### src/rtl/sram_port_arbiter_if.sv
// rtl/sram_port_arbiter_if.sv - requester, response and SRAM-side signal bundle for sram_port_arbiter
//
// Purpose: groups the core port, ext port and sram0 signals of the arbiter.
//   slave  : arbiter view (requests and sram_rdata in; grants, returns, SRAM drive out)
//   master : environment view (requesters plus the SRAM itself)
// Signals:
//   core_req/we/addr/wdata, ext_req/we/addr/wdata : access requests
//   core_gnt, core_stall, ext_gnt                 : grant / MEM-stage stall
//   core_rvalid/rdata, ext_rvalid/rdata           : read return
//   sram_en/we/addr/wdata, sram_rdata             : single-port SRAM interface
interface sram_port_arbiter_if #(
    parameter int DATA_W = 32,
    parameter int ADDR_W = 10
);
    logic              core_req;
    logic              core_we;
    logic [ADDR_W-1:0] core_addr;
    logic [DATA_W-1:0] core_wdata;
    logic              core_gnt;
    logic              core_stall;
    logic              core_rvalid;
    logic [DATA_W-1:0] core_rdata;

    logic              ext_req;
    logic              ext_we;
    logic [ADDR_W-1:0] ext_addr;
    logic [DATA_W-1:0] ext_wdata;
    logic              ext_gnt;
    logic              ext_rvalid;
    logic [DATA_W-1:0] ext_rdata;

    logic              sram_en;
    logic              sram_we;
    logic [ADDR_W-1:0] sram_addr;
    logic [DATA_W-1:0] sram_wdata;
    logic [DATA_W-1:0] sram_rdata;

    modport slave (
        input  core_req, core_we, core_addr, core_wdata,
        input  ext_req, ext_we, ext_addr, ext_wdata,
        input  sram_rdata,
        output core_gnt, core_stall, core_rvalid, core_rdata,
        output ext_gnt, ext_rvalid, ext_rdata,
        output sram_en, sram_we, sram_addr, sram_wdata
    );

    modport master (
        output core_req, core_we, core_addr, core_wdata,
        output ext_req, ext_we, ext_addr, ext_wdata,
        output sram_rdata,
        input  core_gnt, core_stall, core_rvalid, core_rdata,
        input  ext_gnt, ext_rvalid, ext_rdata,
        input  sram_en, sram_we, sram_addr, sram_wdata
    );
endinterface

### src/rtl/sram_port_arbiter.sv
// rtl/sram_port_arbiter.sv - core/ext arbiter for the single-port data SRAM with starvation guard
//
// Purpose: shares sram0 between the core load/store port and the ext
//   (debug/DMA preload) port. Core has priority; ext is force-granted after
//   STARVE_MAX consecutive denied cycles. Read data returns one cycle after
//   grant to the port that issued the read and is held there afterwards.
// Ports:
//   clk  : clock, rising edge
//   rstn : asynchronous active-low reset
//   bus  : sram_port_arbiter_if.slave (requests, grants, read return, SRAM drive)
module sram_port_arbiter #(
    parameter int DATA_W     = 32,
    parameter int ADDR_W     = 10,
    parameter int STARVE_MAX = 4
) (
    input  logic                 clk,
    input  logic                 rstn,
    sram_port_arbiter_if.slave   bus
);

    typedef enum logic [1:0] {
        OWN_NONE = 2'd0,
        OWN_CORE = 2'd1,
        OWN_EXT  = 2'd2
    } owner_e;

    localparam logic [3:0] STARVE_LIM = 4'(STARVE_MAX);

    logic [3:0]        starve_cnt_q, starve_cnt_d;
    owner_e            rd_owner_q, rd_owner_d;
    logic [DATA_W-1:0] core_rdata_q, core_rdata_d;
    logic [DATA_W-1:0] ext_rdata_q, ext_rdata_d;

    logic              force_grant;
    logic              core_gnt;
    logic              ext_gnt;
    logic              core_rvalid;
    logic              ext_rvalid;
    logic              sram_we_c;
    logic [ADDR_W-1:0] sram_addr_c;
    logic [DATA_W-1:0] sram_wdata_c;

    // Grants are qualified with rstn so nothing reaches the SRAM while in reset.
    assign force_grant = (starve_cnt_q == STARVE_LIM);
    assign ext_gnt     = rstn & bus.ext_req & (force_grant | ~bus.core_req);
    assign core_gnt    = rstn & bus.core_req & ~ext_gnt;

    // Read return is a decode of the registered owner, so rvalid is one cycle after grant.
    assign core_rvalid = (rd_owner_q == OWN_CORE);
    assign ext_rvalid  = (rd_owner_q == OWN_EXT);

    always_comb begin
        sram_we_c    = 1'b0;
        sram_addr_c  = '0;
        sram_wdata_c = '0;
        if (core_gnt) begin
            sram_we_c    = bus.core_we;
            sram_addr_c  = bus.core_addr;
            sram_wdata_c = bus.core_wdata;
        end else if (ext_gnt) begin
            sram_we_c    = bus.ext_we;
            sram_addr_c  = bus.ext_addr;
            sram_wdata_c = bus.ext_wdata;
        end
    end

    always_comb begin
        // Saturating count of consecutive denied ext cycles; any grant or idle cycle clears it.
        starve_cnt_d = 4'd0;
        if (bus.ext_req && !ext_gnt) begin
            starve_cnt_d = force_grant ? starve_cnt_q : starve_cnt_q + 4'd1;
        end

        rd_owner_d = OWN_NONE;
        if (core_gnt && !bus.core_we) begin
            rd_owner_d = OWN_CORE;
        end else if (ext_gnt && !bus.ext_we) begin
            rd_owner_d = OWN_EXT;
        end

        core_rdata_d = core_rvalid ? bus.sram_rdata : core_rdata_q;
        ext_rdata_d  = ext_rvalid  ? bus.sram_rdata : ext_rdata_q;
    end

    always_ff @(posedge clk or negedge rstn) begin
        if (!rstn) begin
            starve_cnt_q <= 4'd0;
            rd_owner_q   <= OWN_NONE;
            core_rdata_q <= '0;
            ext_rdata_q  <= '0;
        end else begin
            starve_cnt_q <= starve_cnt_d;
            rd_owner_q   <= rd_owner_d;
            core_rdata_q <= core_rdata_d;
            ext_rdata_q  <= ext_rdata_d;
        end
    end

    assign bus.core_gnt    = core_gnt;
    assign bus.ext_gnt     = ext_gnt;
    assign bus.core_stall  = bus.core_req & ~core_gnt;
    assign bus.core_rvalid = core_rvalid;
    assign bus.ext_rvalid  = ext_rvalid;
    // SRAM data is passed through during the rvalid cycle; the register holds it after.
    assign bus.core_rdata  = core_rvalid ? bus.sram_rdata : core_rdata_q;
    assign bus.ext_rdata   = ext_rvalid  ? bus.sram_rdata : ext_rdata_q;
    assign bus.sram_en     = core_gnt | ext_gnt;
    assign bus.sram_we     = sram_we_c;
    assign bus.sram_addr   = sram_addr_c;
    assign bus.sram_wdata  = sram_wdata_c;

endmodule

### src/flat_wrapper.sv
// flat-port wrapper written by rule: the top's interface ports become plain ports
module sram_port_arbiter_flat 
#(
    parameter int DATA_W     = 32,
    parameter int ADDR_W     = 10,
    parameter int STARVE_MAX = 4
)
  (clk, rstn, bus_core_req, bus_core_we, bus_core_addr, bus_core_wdata, bus_ext_req, bus_ext_we, bus_ext_addr, bus_ext_wdata, bus_sram_rdata, bus_core_gnt, bus_core_stall, bus_core_rvalid, bus_core_rdata, bus_ext_gnt, bus_ext_rvalid, bus_ext_rdata, bus_sram_en, bus_sram_we, bus_sram_addr, bus_sram_wdata);
  sram_port_arbiter_if #(.DATA_W(DATA_W), .ADDR_W(ADDR_W)) bus_i ();
  input  logic clk;
  input  logic rstn;
  input wire logic [$bits(bus_i.core_req)-1:0] bus_core_req;
  input wire logic [$bits(bus_i.core_we)-1:0] bus_core_we;
  input wire logic [$bits(bus_i.core_addr)-1:0] bus_core_addr;
  input wire logic [$bits(bus_i.core_wdata)-1:0] bus_core_wdata;
  input wire logic [$bits(bus_i.ext_req)-1:0] bus_ext_req;
  input wire logic [$bits(bus_i.ext_we)-1:0] bus_ext_we;
  input wire logic [$bits(bus_i.ext_addr)-1:0] bus_ext_addr;
  input wire logic [$bits(bus_i.ext_wdata)-1:0] bus_ext_wdata;
  input wire logic [$bits(bus_i.sram_rdata)-1:0] bus_sram_rdata;
  output wire logic [$bits(bus_i.core_gnt)-1:0] bus_core_gnt;
  output wire logic [$bits(bus_i.core_stall)-1:0] bus_core_stall;
  output wire logic [$bits(bus_i.core_rvalid)-1:0] bus_core_rvalid;
  output wire logic [$bits(bus_i.core_rdata)-1:0] bus_core_rdata;
  output wire logic [$bits(bus_i.ext_gnt)-1:0] bus_ext_gnt;
  output wire logic [$bits(bus_i.ext_rvalid)-1:0] bus_ext_rvalid;
  output wire logic [$bits(bus_i.ext_rdata)-1:0] bus_ext_rdata;
  output wire logic [$bits(bus_i.sram_en)-1:0] bus_sram_en;
  output wire logic [$bits(bus_i.sram_we)-1:0] bus_sram_we;
  output wire logic [$bits(bus_i.sram_addr)-1:0] bus_sram_addr;
  output wire logic [$bits(bus_i.sram_wdata)-1:0] bus_sram_wdata;
  assign bus_i.core_req = bus_core_req;
  assign bus_i.core_we = bus_core_we;
  assign bus_i.core_addr = bus_core_addr;
  assign bus_i.core_wdata = bus_core_wdata;
  assign bus_i.ext_req = bus_ext_req;
  assign bus_i.ext_we = bus_ext_we;
  assign bus_i.ext_addr = bus_ext_addr;
  assign bus_i.ext_wdata = bus_ext_wdata;
  assign bus_i.sram_rdata = bus_sram_rdata;
  assign bus_core_gnt = bus_i.core_gnt;
  assign bus_core_stall = bus_i.core_stall;
  assign bus_core_rvalid = bus_i.core_rvalid;
  assign bus_core_rdata = bus_i.core_rdata;
  assign bus_ext_gnt = bus_i.ext_gnt;
  assign bus_ext_rvalid = bus_i.ext_rvalid;
  assign bus_ext_rdata = bus_i.ext_rdata;
  assign bus_sram_en = bus_i.sram_en;
  assign bus_sram_we = bus_i.sram_we;
  assign bus_sram_addr = bus_i.sram_addr;
  assign bus_sram_wdata = bus_i.sram_wdata;
  sram_port_arbiter #(.DATA_W(DATA_W), .ADDR_W(ADDR_W), .STARVE_MAX(STARVE_MAX)) u_core (.clk(clk), .rstn(rstn), .bus(bus_i));
endmodule
### config.mk
export PLATFORM = sky130hd
export DESIGN_NAME = sram_port_arbiter_flat
export DESIGN_NICKNAME = d
export VERILOG_FILES = /design/src/rtl/sram_port_arbiter_if.sv /design/src/rtl/sram_port_arbiter.sv /design/src/flat_wrapper.sv
export SDC_FILE = /design/constraint.sdc
export NUM_CORES = 1
export LEC_CHECK = 0
export CAP_MARGIN = 20
export CORE_MARGIN = 2
export CORE_UTILIZATION = 37
export CTS_CLUSTER_SIZE = 30
export DETAILED_ROUTE_END_ITERATION = 8
export PLACE_DENSITY = 0.86
export SLEW_MARGIN = 25
export SYNTH_ARGS = -nofsm -noshare
export SYNTH_HDL_FRONTEND = slang
export SYNTH_SLANG_ARGS = --single-unit
### constraint.sdc
create_clock -name clk -period 3.05 [get_ports clk]
set_input_delay 0.61 -clock clk [delete_from_list [all_inputs] [get_ports clk]]
set_output_delay 0.61 -clock clk [all_outputs]
set_load 0.005 [all_outputs]
==> flow_metrics.py <==
metrics = {
    "global_route": {
        "met1_usage": 0.285,
        "gr-total-overflow": 0,
        "grtUsageMet2": 0.467,
        "antenna_found_initial": 2,
        "grt.met3_usage": 0.0896,
        "grt_pass1_wl_mm": 18.3,
        "grt_max_degree": 62,
        "grt_use_total": 0.256,
        "top_usage_layer": "met2",
        "first_global_vias": 3063,
    },
    "clock_tree": {
        "ctsHtreeMaxLevel": 3,
        "root_buffer": "clkbuf_8",
        "clkSinkCount": 70,
        "path_clk_slew_ps": 80,
        "insertion_delay_ps": 340,
        "cts_tree": "yes",
        "cts_hold_buffers": 0,
        "cts_made_buffers": 9,
        "cts.path.max_buffers": 2,
    },
    "route": {
        "num_vias": 2920,
        "avgViaCountPerCell": 5.07,
        "drc": 0,
        "drtAntennaViolNets": 0,
        "drtIter0Drc": 122,
        "routed_wl_mm": 12.5,
        "dr.pass1.iters": 5,
        "routedWlPerCell_microns": 21.7,
    },
    "placed_design": {
        "place_inst": 555,
        "io_buffers": 234,
        "dp_hpwl_mm": 9.84,
        "place.gp.congestion": 0.970,
    },
    "hold_path": {
        "hp-class": "primary input to async pin",
    },
    "logic_synthesis": {
        "yosysMostFrequentCell": "dfrtp_1",
        "ys_ff_latch": 70,
        "syn_avg_cell_area_sq_um": 14.3,
        "synth.distinct_cells": 22,
        "syn_area_sq_um": 3190,
        "synthTopCellsByArea": "dfrtp_1 (55%), mux2_2 (23%), a22o_1 (12%), buf_6 (1.4%), buf_2 (1.1%)",
        "synth_top_area_frac": 0.550,
        "synth_area_leader_cell": "dfrtp_1",
        "async_flop_share": 1.00,
        "ys.flop_type": "dfrtp_1",
        "synth_edf_count": 0,
        "syn_nets": 347,
        "synth_cells": 223,
        "seq_area_frac_synth": 0.550,
        "synth_common_cells": "dfrtp_1 (70), mux2_2 (66), a22o_1 (43)",
        "yosysWarningCount": 0,
    },
    "sta": {
        "period_minus_slack_ps": 3000,
        "timing.hold.ws_ps": 296,
        "fin_crit_sh": 0.985,
        "maxSlewHeadroom": 0.493,
        "finalSetupViolations": 0,
        "finalMaxSlewViolations": 0,
        "worst_pin_slew_ps": 761,
        "hold_viol_final": 0,
        "skew_ps": 11.5,
        "fmax_mhz": 333,
    },
    "power_and_ir_drop": {
        "finalPower_mw": 3.08,
        "ir_drop_v": 0.000280,
        "p_leak_nw": 2.95,
        "powerDensity_nw_per_um2": 507,
    },
    "floorplan": {
        "io_pins": 235,
        "row_count": 33,
        "die_area_sq_um": 9370,
        "fp.dieH_microns": 96.8,
        "core_area_sq_um": 8300,
        "initial_core_util": 0.384,
        "dieWidth_microns": 96.8,
    },
    "worst_setup_path": {
        "r2r_slack_ps": 1440,
        "critPathCaptureType": "primary output",
        "crit_required_ps": 2440,
        "reg2reg_to": "u_core.rd_owner_q[0]",
        "crit_start": "bus_ext_req",
        "critPathCapture": "bus_sram_wdata[9]",
        "worstPathArrival_ps": 2390,
        "worstPathMaxFanout": 23,
        "reg2reg_from": "u_core.starve_cnt_q[1]",
        "cp-start-kind": "primary input",
        "rr_worst_depth": 7,
        "crit_type": "primary input to primary output",
    },
    "cells_and_area": {
        "area_growth_pct": 90.8,
        "drive_gt1_frac": 0.219,
        "fin_cells": 576,
        "fin_nets": 589,
        "n_fill_cell": 562,
    },
    "outcome": {
        "status": "completed",
    },
    "job": {
        "drv_cap": 0,
    },
}
flip-flops by register name, summed over array words and instances (netlist names):
register,cells
u_core.rd_owner_q,2
u_core.core_rdata_q,32
u_core.ext_rdata_q,32
u_core.starve_cnt_q,4
stage by stage:
stage	setup TNS, ps	worst slack (ps)	utilization	area (sq um)
5_1_grt	-52.1	-11.2	0.732	6080
2_1_floorplan	0	988	-	3190
4_1_cts	-8.93	-4.58	0.718	5960
6_report	0	46.3	0.733	6080
3_3_place_gp	0	69.8	0.684	5680
3_5_place_dp	0	39.3	0.684	5680
kinds of logic after synthesis:
logic type                 count (synthesis)  share of synthesized area
DFF                                       70                      0.550
and+or+nand+nor                           16                     0.0310
xor gates and xnor gates                   2                    0.00550
AOI/OAI and AO/OA                         47                      0.132
buffers and inverters                     20                     0.0404
muxes                                     66                      0.233
adders and majority gates                  2                    0.00785
cell usage in the layout (no fill, tap or decap), types with 2 or more instances in the layout:
master,instances
a21oi_4,2
nor2_1,2
bufinv_16,2
inv_1,4
xnor2_1,2
clkdlybuf4s50_1,202
nand2_1,3
clkinv_4,2
a22o_4,2
a22o_1,41
dfrtp_1,70
clkbuf_8,9
dlymetal6s2s_1,31
mux2_2,66
buf_12,6
buf_4,5
and3_1,4
power by group:
part           switching (mW)  internal, mW  total [mW]
Combinational           0.360         0.719        1.08
Sequential             0.0508          1.12        1.17
Clock                   0.367         0.467       0.833
how the worst min path moves through the flow:
stage,from,endpoint,slack [ps],depth (start not counted)
3_3_place_gp,u_core.ext_rdata_q[27],u_core.ext_rdata_q[27],480,1
2_1_floorplan,rstn,u_core.core_rdata_q[0],310,0
6_report,rstn,u_core.core_rdata_q[23],300,2
5_1_grt,rstn,u_core.core_rdata_q[23],290,2
3_5_place_dp,u_core.ext_rdata_q[13],u_core.ext_rdata_q[13],480,1
4_1_cts,rstn,u_core.ext_rdata_q[22],290,2
what timing repair did:
item                       CTS  global route
setup buffers                1             1
setup endpoints to repair    4            11
cloned                       1             1
pin swaps                    1             1
resized for setup            2            33
routing by layer:
layer	part of all wire	vias up
met5	0.0010	-
met4	0.021	2
met3	0.091	23
met2	0.52	164
met1	0.37	1418
li1	-	1313
critical path, cell delays in order:
cell             delay [ps]
clkdlybuf4s50_1         440
buf_4                   170
a21oi_4                 300
buf_12                  210
a22o_1                  150
clkdlybuf4s50_1         510
cell type report:
type                            count  area [sq um]  share of cell area
Antenna cell                        1          2.50            0.000412
Clock buffer                       10           128              0.0210
Inverter                            4          15.0             0.00247
Timing Repair Buffer              247          2630               0.432
Tap cell                          105           131              0.0216
Sequential cell                    70          1750               0.288
Multi-Input combinational cell    133          1330               0.219
Clock inverter                      6          93.8              0.0154
Note: power is estimated with default switching activity, not from simulation.
